`src/rtl/bank_scatter_dma.sv`:
```
`default_nettype none
// ============================================================================
// Module      : bank_scatter_dma
// Description : Scatters a valid/ready stream linearly across NUM_BANKS RAM
//               banks, with start/frame control, stall, wrap and overflow.
// Revision    : 1.0 - initial release
// ============================================================================
module bank_scatter_dma #(
    parameter int DATA_W     = 8,
    parameter int NUM_BANKS  = 16,
    parameter int BANK_DEPTH = 940,
    parameter int ADDR_W     = 10,
    parameter int SEL_W      = 4,
    parameter int WRAP_MODE  = 0
) (
    input  logic                     clk,
    input  logic                     rst,
    input  logic                     start,
    input  logic                     enable,
    input  logic                     s_valid,
    input  logic [DATA_W-1:0]        s_data,
    output logic                     s_ready,
    output logic                     ram_wr_en,
    output logic [ADDR_W-1:0]        ram_addr,
    output logic [SEL_W-1:0]         ram_sel,
    output logic [NUM_BANKS-1:0]     ram_bank_we,
    output logic [DATA_W-1:0]        ram_data,
    output logic                     busy,
    output logic                     frame_done,
    output logic                     overflow,
    output logic [ADDR_W+SEL_W-1:0]  word_count
);

    localparam int c_cnt_w = ADDR_W + SEL_W;
    localparam logic [ADDR_W-1:0]  c_last_addr = ADDR_W'(BANK_DEPTH - 1);
    localparam logic [SEL_W-1:0]   c_last_bank = SEL_W'(NUM_BANKS - 1);
    localparam logic [c_cnt_w-1:0] c_total     = c_cnt_w'(NUM_BANKS * BANK_DEPTH);
    localparam logic [ADDR_W-1:0]  c_addr_one  = ADDR_W'(1);
    localparam logic [SEL_W-1:0]   c_sel_one   = SEL_W'(1);
    localparam logic [c_cnt_w-1:0] c_cnt_one   = c_cnt_w'(1);

    typedef enum logic [1:0] {
        ST_IDLE = 2'd0,
        ST_RUN  = 2'd1,
        ST_FULL = 2'd2
    } state_t;

    state_t               r_state;
    logic [SEL_W-1:0]     r_bank;
    logic [ADDR_W-1:0]    r_addr;
    logic [c_cnt_w-1:0]   r_count;
    logic                 r_wr_en;
    logic [ADDR_W-1:0]    r_ram_addr;
    logic [SEL_W-1:0]     r_ram_sel;
    logic [DATA_W-1:0]    r_ram_data;
    logic                 r_frame_done;
    logic                 r_overflow;

    logic                 w_ready;
    logic                 w_accept;
    logic                 w_last_addr;
    logic                 w_last_slot;
    logic [NUM_BANKS-1:0] w_bank_we;

    assign w_ready     = (r_state == ST_RUN) && enable && !start;
    assign w_accept    = s_valid && w_ready;
    assign w_last_addr = (r_addr == c_last_addr);
    assign w_last_slot = w_last_addr && (r_bank == c_last_bank);

    always_ff @(posedge clk) begin
        if (rst) begin
            r_state      <= ST_IDLE;
            r_bank       <= '0;
            r_addr       <= '0;
            r_count      <= '0;
            r_wr_en      <= 1'b0;
            r_ram_addr   <= '0;
            r_ram_sel    <= '0;
            r_ram_data   <= '0;
            r_frame_done <= 1'b0;
            r_overflow   <= 1'b0;
        end else begin
            r_wr_en      <= 1'b0;
            r_frame_done <= 1'b0;
            if (start) begin
                r_state    <= ST_RUN;
                r_bank     <= '0;
                r_addr     <= '0;
                r_count    <= '0;
                r_overflow <= 1'b0;
            end else begin
                case (r_state)
                    ST_RUN: begin
                        if (w_accept) begin
                            r_wr_en    <= 1'b1;
                            r_ram_addr <= r_addr;
                            r_ram_sel  <= r_bank;
                            r_ram_data <= s_data;
                            if (w_last_slot) begin
                                // Last slot of the array: the pulse lines up with its write
                                r_frame_done <= 1'b1;
                                r_addr       <= '0;
                                r_bank       <= '0;
                                if (WRAP_MODE != 0) begin
                                    r_count <= '0;
                                end else begin
                                    r_state <= ST_FULL;
                                    r_count <= r_count + c_cnt_one;
                                end
                            end else begin
                                if (w_last_addr) begin
                                    r_addr <= '0;
                                    r_bank <= r_bank + c_sel_one;
                                end else begin
                                    r_addr <= r_addr + c_addr_one;
                                end
                                if (r_count != c_total) begin
                                    r_count <= r_count + c_cnt_one;
                                end
                            end
                        end
                    end
                    ST_FULL: begin
                        if (s_valid) begin
                            r_overflow <= 1'b1;
                        end
                    end
                    default: begin
                    end
                endcase
            end
        end
    end

    generate
        for (genvar i = 0; i < NUM_BANKS; i++) begin : g_bank_we
            assign w_bank_we[i] = r_wr_en && (r_ram_sel == SEL_W'(i));
        end
    endgenerate

    assign s_ready     = w_ready;
    assign ram_wr_en   = r_wr_en;
    assign ram_addr    = r_ram_addr;
    assign ram_sel     = r_ram_sel;
    assign ram_bank_we = w_bank_we;
    assign ram_data    = r_ram_data;
    assign busy        = (r_state == ST_RUN);
    assign frame_done  = r_frame_done;
    assign overflow    = r_overflow;
    assign word_count  = r_count;

endmodule
`default_nettype wire

```
`config.mk`:
```
export PLATFORM = sky130hd
export DESIGN_NAME = bank_scatter_dma
export DESIGN_NICKNAME = d
export VERILOG_FILES = /design/src/rtl/bank_scatter_dma.sv
export SDC_FILE = /design/constraint.sdc
export NUM_CORES = 1
export LEC_CHECK = 0
export ABC_AREA = 0
export BUFFER_PORTS_ARGS = -buffer_cell sky130_fd_sc_hd__buf_2
export CORE_MARGIN = 4
export CORE_UTILIZATION = 39
export CTS_CLUSTER_DIAMETER = 150
export DETAILED_ROUTE_END_ITERATION = 6
export GPL_ROUTABILITY_DRIVEN = 1
export PLACE_DENSITY = 0.65
export RECOVER_POWER = 50
export SLEW_MARGIN = 20
export SYNTH_ARGS = -nofsm -noshare
export SYNTH_HDL_FRONTEND = slang
export SYNTH_SLANG_ARGS = --single-unit
```
`constraint.sdc`:
```
create_clock -name clk -period 2.6 [get_ports clk]
set_clock_uncertainty 0.1 [all_clocks]
set_input_delay 0.39 -clock clk [delete_from_list [all_inputs] [get_ports clk]]
set_output_delay 0.39 -clock clk [all_outputs]
set_load 0.01 [all_outputs]
```
==> results.py, run 1 <==
metrics = {
    "die": {
        "die_area_mm2": 0.00777,
        "ios": 70,
        "coreArea_mm2": 0.00606,
        "fp.dieH_um": 88.1,
        "rows": 28,
        "start_util": 0.413,
        "die_x_um": 88.1,
    },
    "worst_setup_path": {
        "crit_chain": "or3b_2 > nor3_1 > buf_2",
        "worstPathArrival_ps": 1500,
        "required_ps": 2110,
        "crit_slowest_cell": "or3b_2",
        "startpoint_type": "register",
        "crit_fanout": 5,
        "cp-end-kind": "output port",
        "worstSetupPathType": "reg -> out",
        "cpPeakStageDelay_ps": 510,
    },
    "clock_network": {
        "clk_path_buf_depth": 2,
        "htree_levels": 2,
        "cts_tree": "yes",
        "clock-root-buffer": "clkbuf_8",
        "clkTransAtPathRegs_ps": 100,
        "cts_hold_buffers": 0,
        "clk_latency_ps": 300,
        "cts-resized-gates": 0,
        "cts.sinks": 55,
        "post-cts-setup-buffers": 0,
        "cts_made_buffers": 5,
    },
    "logic_synthesis": {
        "synth_area_mm2": 0.00250,
        "dominantRegCellSynth": "dfxtp_1",
        "ys_async_sr_fraction": 0,
        "syn_avg_cell_area_um2": 8.24,
        "yosys.area.top_type": "dfxtp_1",
        "yosys_warnings": 0,
        "syn_nets": 321,
        "synth_cells": 304,
        "synth_seq_cells": 55,
        "ys_seq_area_frac": 0.440,
        "yosysMostFrequentCell": "nand2_1",
        "yosys-top-cells-count": "nand2_1 (63), dfxtp_1 (55), a21oi_1 (34)",
        "synth_area_leaders": "dfxtp_1 (44%), nand2_1 (9.4%), a21oi_1 (6.8%)",
        "synth_edf_count": 0,
        "synth_top_area_frac": 0.440,
        "yosysUniqueCellTypes": 47,
    },
    "pwr": {
        "power.internal_w": 0.00114,
        "power_frac_comb": 0.039,
        "clkPwrFrac": 0.379,
        "p_sw_w": 0.000311,
        "seqPwrFrac": 0.583,
        "power.density_mw_per_mm2": 495,
        "max-vdd-ir-drop_uv": 351,
        "leakagePower_nw": 1.01,
        "sw_frac_of_total": 0.214,
    },
    "min_path": {
        "hp-class": "in -> reg",
    },
    "detailed_routing": {
        "wl_per_cell_um": 13.0,
        "viasPerCell": 5.18,
        "drc": 0,
        "antenna_left": 0,
        "firstDrtPassIters": 4,
        "vias": 2301,
        "wirelength_um": 5780,
        "drt_iter0_drc": 78,
    },
    "sta": {
        "layout_min_cycle_time_ps": 1990,
        "relSlewSlack": 0.273,
        "worst_slew_pin_slew_ps": 1090,
        "worst_slack_ps": 614,
        "slew_violations": 0,
        "fin_tns_setup_ps": 0,
        "fin_crit_sh": 0.764,
        "setup_viol": 0,
        "grt_setup_unrepaired": "no",
        "final-hold-violation-count": 0,
        "fmax_mhz": 503,
    },
    "final_layout": {
        "fill_cells": 611,
        "area_growth_pct": 17.4,
        "drive_gt1_frac": 0.122,
        "diodes": 0,
        "seqCellArea_mm2": 0.00110,
        "multi_input_area_mm2": 0.00129,
        "fin_nets": 386,
        "postLayoutCoreUtil": 0.485,
    },
    "global_routing": {
        "grt_usage": 0.152,
        "grt_pass1_wl_um": 9650,
        "grt_max_degree": 29,
        "antenna_found_initial": 0,
        "grt_pass1_vias": 2083,
        "grt-ovfl-total": 0,
    },
    "placement": {
        "port-buffer-count": 69,
        "dp_hpwl_um": 4180,
        "dp_slack_ps": 620,
        "finalWeightedCongestion": 0.801,
    },
    "status": {
        "status": "completed",
    },
    "flow_run": {
        "cap_violations": 0,
    },
}
[layout make-up]
cell class	count	area share
multi-input combinational	228	0.439
sequential	55	0.374
timing repair buffer	73	0.109
tap	75	0.0319
clock buffer	5	0.0234
clock inverter	2	0.0128
inverter	6	0.00936
[flip-flops by register name (all words and copies together), names as in the netlist]
signal      flops
overflow        1
r_state         2
r_bank          4
word_count     14
ram_addr       10
r_addr         10
ram_data        8
ram_wr_en       1
frame_done      1
ram_sel         4
[cell families (layout without fill, tap and decap cells)]
family / count (synthesis) / after routing / synth area share
mux: 3 / 3 / 0.0120
compound gates: 46 / 46 / 0.101
fa+ha+maj: 4 / 4 / 0.0200
simple gates: 161 / 161 / 0.334
buf+inv: 21 / 86 / 0.0445
xor+xnor: 14 / 14 / 0.0490
flops: 55 / 55 / 0.440
[worst max-delay path, delay by kind of cell (launching register included)]
family,cells,cell delay (ps)
flip-flops,1,390
AND/OR/NAND/NOR,2,650
buffers and inverters,1,160
[placed cells by master (no fill, tap or decap), drive strengths merged, types with 2 or more instances in the layout]
cell and count:
nand2 63, dfxtp 55, clkbuf 50, a21oi 34
nor2 30, buf 28, nand4 11, nand3 9
nor3 7, xor2 7, xnor2 7, or3 6
nor4 6, inv 5, and3 5, and2 4
o21ai 4, ha 4, or3b 4, nand3b 3
mux2i 3, nand2b 2, nand4bb 2, a31oi 2
or2 2
[path summary, 6_finish.rpt]
path | start | depth (start not counted) | to | slack [ps]
worst max-delay path | ram_wr_en | 3 | ram_bank_we[0] | 610
worst min-delay path | s_data[5] | 3 | ram_data[5] | 210
worst max register to register | r_addr[0] | 5 | word_count[1] | 620
worst min register to register | ram_data[2] | 2 | ram_data[2] | 360
[power by group through the flow]
stage | Combinational, W | Clock, W | Sequential (W)
after floorplan | 0.0000363 | 0 | 0.000868
after CTS | 0.0000578 | 0.000569 | 0.000848
after global routing | 0.0000625 | 0.000602 | 0.000849
after detailed placement | 0.0000577 | 0 | 0.000868
after global placement | 0.0000575 | 0 | 0.000868
final | 0.0000561 | 0.000551 | 0.000848
[layer usage]
layer	share of wire	global-route usage	up-vias	wire, um
met1	0.45	0.194	1069	2620
met2	0.47	0.258	52	2720
met4	0.0088	0.0385	0	51
met5	0	0	-	0
met3	0.065	0.0367	7	378
li1	-	-	1173	-
[stage by stage]
stage | hold WS (ps) | power (W) | area (um2) | std cells
after CTS | 208 | 0.00147 | 3000 | 444
after global routing | 203 | 0.00151 | 2940 | 444
after floorplan | 349 | 0.000905 | 2500 | 304
after detailed placement | 345 | 0.000925 | 2890 | 437
after global placement | 341 | 0.000925 | 2890 | 437
final | 209 | 0.00146 | 2940 | 444
Power figures use the tool's default switching activity.
==> run 2, diff against run 1 <==
Settings changed: PLACE_DENSITY 0.65 to 0.67.
Clock period 2.6 ns to 1.7 ns, I/O delays scaled along.
==> results.py, run 2 (synthesis results as in run 1) <==
metrics = {
    "die": {
        "fp.dieH_um": 88.1,
        "rows": 28,
        "coreArea_mm2": 0.00606,
        "start_util": 0.413,
        "die_area_mm2": 0.00777,
        "ios": 70,
        "die_x_um": 88.1,
    },
    "detailed_routing": {
        "antenna_left": 0,
        "viasPerCell": 5.08,
        "drc": 0,
        "firstDrtPassIters": 4,
        "vias": 2452,
        "wl_per_cell_um": 13.2,
        "drt_iter0_drc": 166,
        "wirelength_um": 6400,
    },
    "final_layout": {
        "area_growth_pct": 35.6,
        "layout_commonest_cell": "nand2_1",
        "postLayoutCoreUtil": 0.560,
        "final_cell_mix": "nand2_1 (62), buf_2 (47), dfxtp_1 (46)",
        "fill_cells": 590,
        "fin_nets": 424,
        "drive_gt1_frac": 0.319,
        "largest_reg_flops": 14,
        "diodes": 0,
        "seqCellArea_mm2": 0.00111,
        "multi_input_area_mm2": 0.00141,
    },
    "worst_setup_path": {
        "required_ps": 1770,
        "worstSetupPathType": "reg -> reg",
        "crit_slowest_cell": "dfxtp_2",
        "worstPathArrival_ps": 1770,
        "r2r_start": "r_addr[0]",
        "startpoint_type": "register",
        "cpPeakStageDelay_ps": 370,
        "crit_fanout": 5,
        "cp-end-kind": "register",
        "rrSetupSlack_ps": 8,
        "critPathTopFamily": "simple AND/OR/NAND/NOR gates",
        "cp_num_buf_inv": 1,
        "crit_chain": "ha_4 > and4b_2 > nand4_1 > buf_4 > o221ai_2 > a21oi_1",
        "rr_worst_depth": 6,
        "timing.rr.end": "r_bank[3]",
    },
    "placement": {
        "finalWeightedCongestion": 0.823,
        "dp_hpwl_um": 4650,
        "port-buffer-count": 69,
    },
    "pwr": {
        "power.density_mw_per_mm2": 643,
        "finalPower_w": 0.00218,
        "leakagePower_nw": 1.35,
        "max-vdd-ir-drop_uv": 427,
    },
    "clock_network": {
        "cts_tree": "yes",
        "clock-root-buffer": "clkbuf_8",
        "cts.sinks": 55,
        "clkTransAtPathRegs_ps": 100,
        "clk_latency_ps": 310,
        "cts_made_buffers": 5,
        "htree_levels": 2,
        "clk_path_buf_depth": 2,
    },
    "min_path": {
        "hp-class": "in -> reg",
        "holdPathStages": 3,
        "hp-start": "s_data[5]",
        "holdPathEnd": "ram_data[5]",
    },
    "sta": {
        "relSlewSlack": 0.513,
        "grt_setup_unrepaired": "yes",
        "worst_slew_pin_slew_ps": 730,
        "fmax_mhz": 591,
        "layout_min_cycle_time_ps": 1690,
        "slew_violations": 0,
        "setup_viol": 0,
        "fin_crit_sh": 0.995,
        "final-hold-violation-count": 0,
    },
    "global_routing": {
        "grt_pass1_vias": 2232,
        "grt.busiest_layer": "met2",
        "use_met1": 0.203,
        "grt_usage": 0.165,
        "grt-ovfl-total": 0,
        "grt_pass1_wl_um": 10200,
        "antenna_found_initial": 0,
        "grtUsageMet3": 0.0357,
        "grt_max_degree": 26,
        "grtUsageMet2": 0.285,
    },
    "flow_run": {
        "cap_violations": 0,
    },
    "status": {
        "status": "completed",
    },
}
-- run 2: layout make-up --
| cell class | count | share of cell area |
|---|---|---|
| sequential | 55 | 0.328 |
| clock inverter | 2 | 0.00479 |
| inverter | 6 | 0.00811 |
| clock buffer | 6 | 0.0243 |
| multi-input combinational | 228 | 0.415 |
| tap | 75 | 0.0276 |
| timing repair buffer | 111 | 0.192 |
-- run 2: worst min-delay path, cell delays in order --
cell,delay [ps]
buf_2,90
nand2_1,40
a21oi_1,50
-- run 2: timing repair --
action                                  in CTS  in global routing
pin swaps                                    1                  9
buffers inserted                             2                  4
resized for setup                            7                 26
hold buffers                                 0                  0
endpoints found under the setup margin       7                 35
-- run 2: worst max path at each step --
stage             startpoint              to  slack (ps)  cells after the start
2_1_floorplan      r_addr[0]       r_bank[0]          80                      5
3_3_place_gp           start  word_count[12]         -60                      6
4_1_cts        word_count[9]   word_count[1]           3                      4
3_5_place_dp           start  word_count[12]        -100                      6
5_1_grt            r_addr[0]       r_bank[3]         -90                      6
6_report           r_addr[0]       r_bank[3]           8                      6
-- run 2: stage by stage --
stage	setup WS, ps	hold WS [ps]	setup TNS (ps)	cells	area [um2]
after global placement	-58.0	340	-72.9	469	3140
after CTS	3.29	56.9	0	479	3290
after global routing	-90.1	56.1	-539	483	3400
final	7.81	65.7	0	483	3400
after detailed placement	-98.0	346	-242	469	3140
after floorplan	76.8	284	0	304	2500
-- run 2: report_power, final --
group          switching (W)  internal, W  total [W]
Combinational      0.0000660    0.0000393   0.000105
Clock               0.000447     0.000334   0.000780
Sequential        0.00000454      0.00129    0.00130
Total               0.000517      0.00166    0.00218
-- run 2: routing by layer --
layer / part of all wire / vias up
li1: - / 1257
met1: 0.44 / 1129
met2: 0.49 / 61
met3: 0.057 / 5
met4: 0.013 / 0
met5: 0 / -
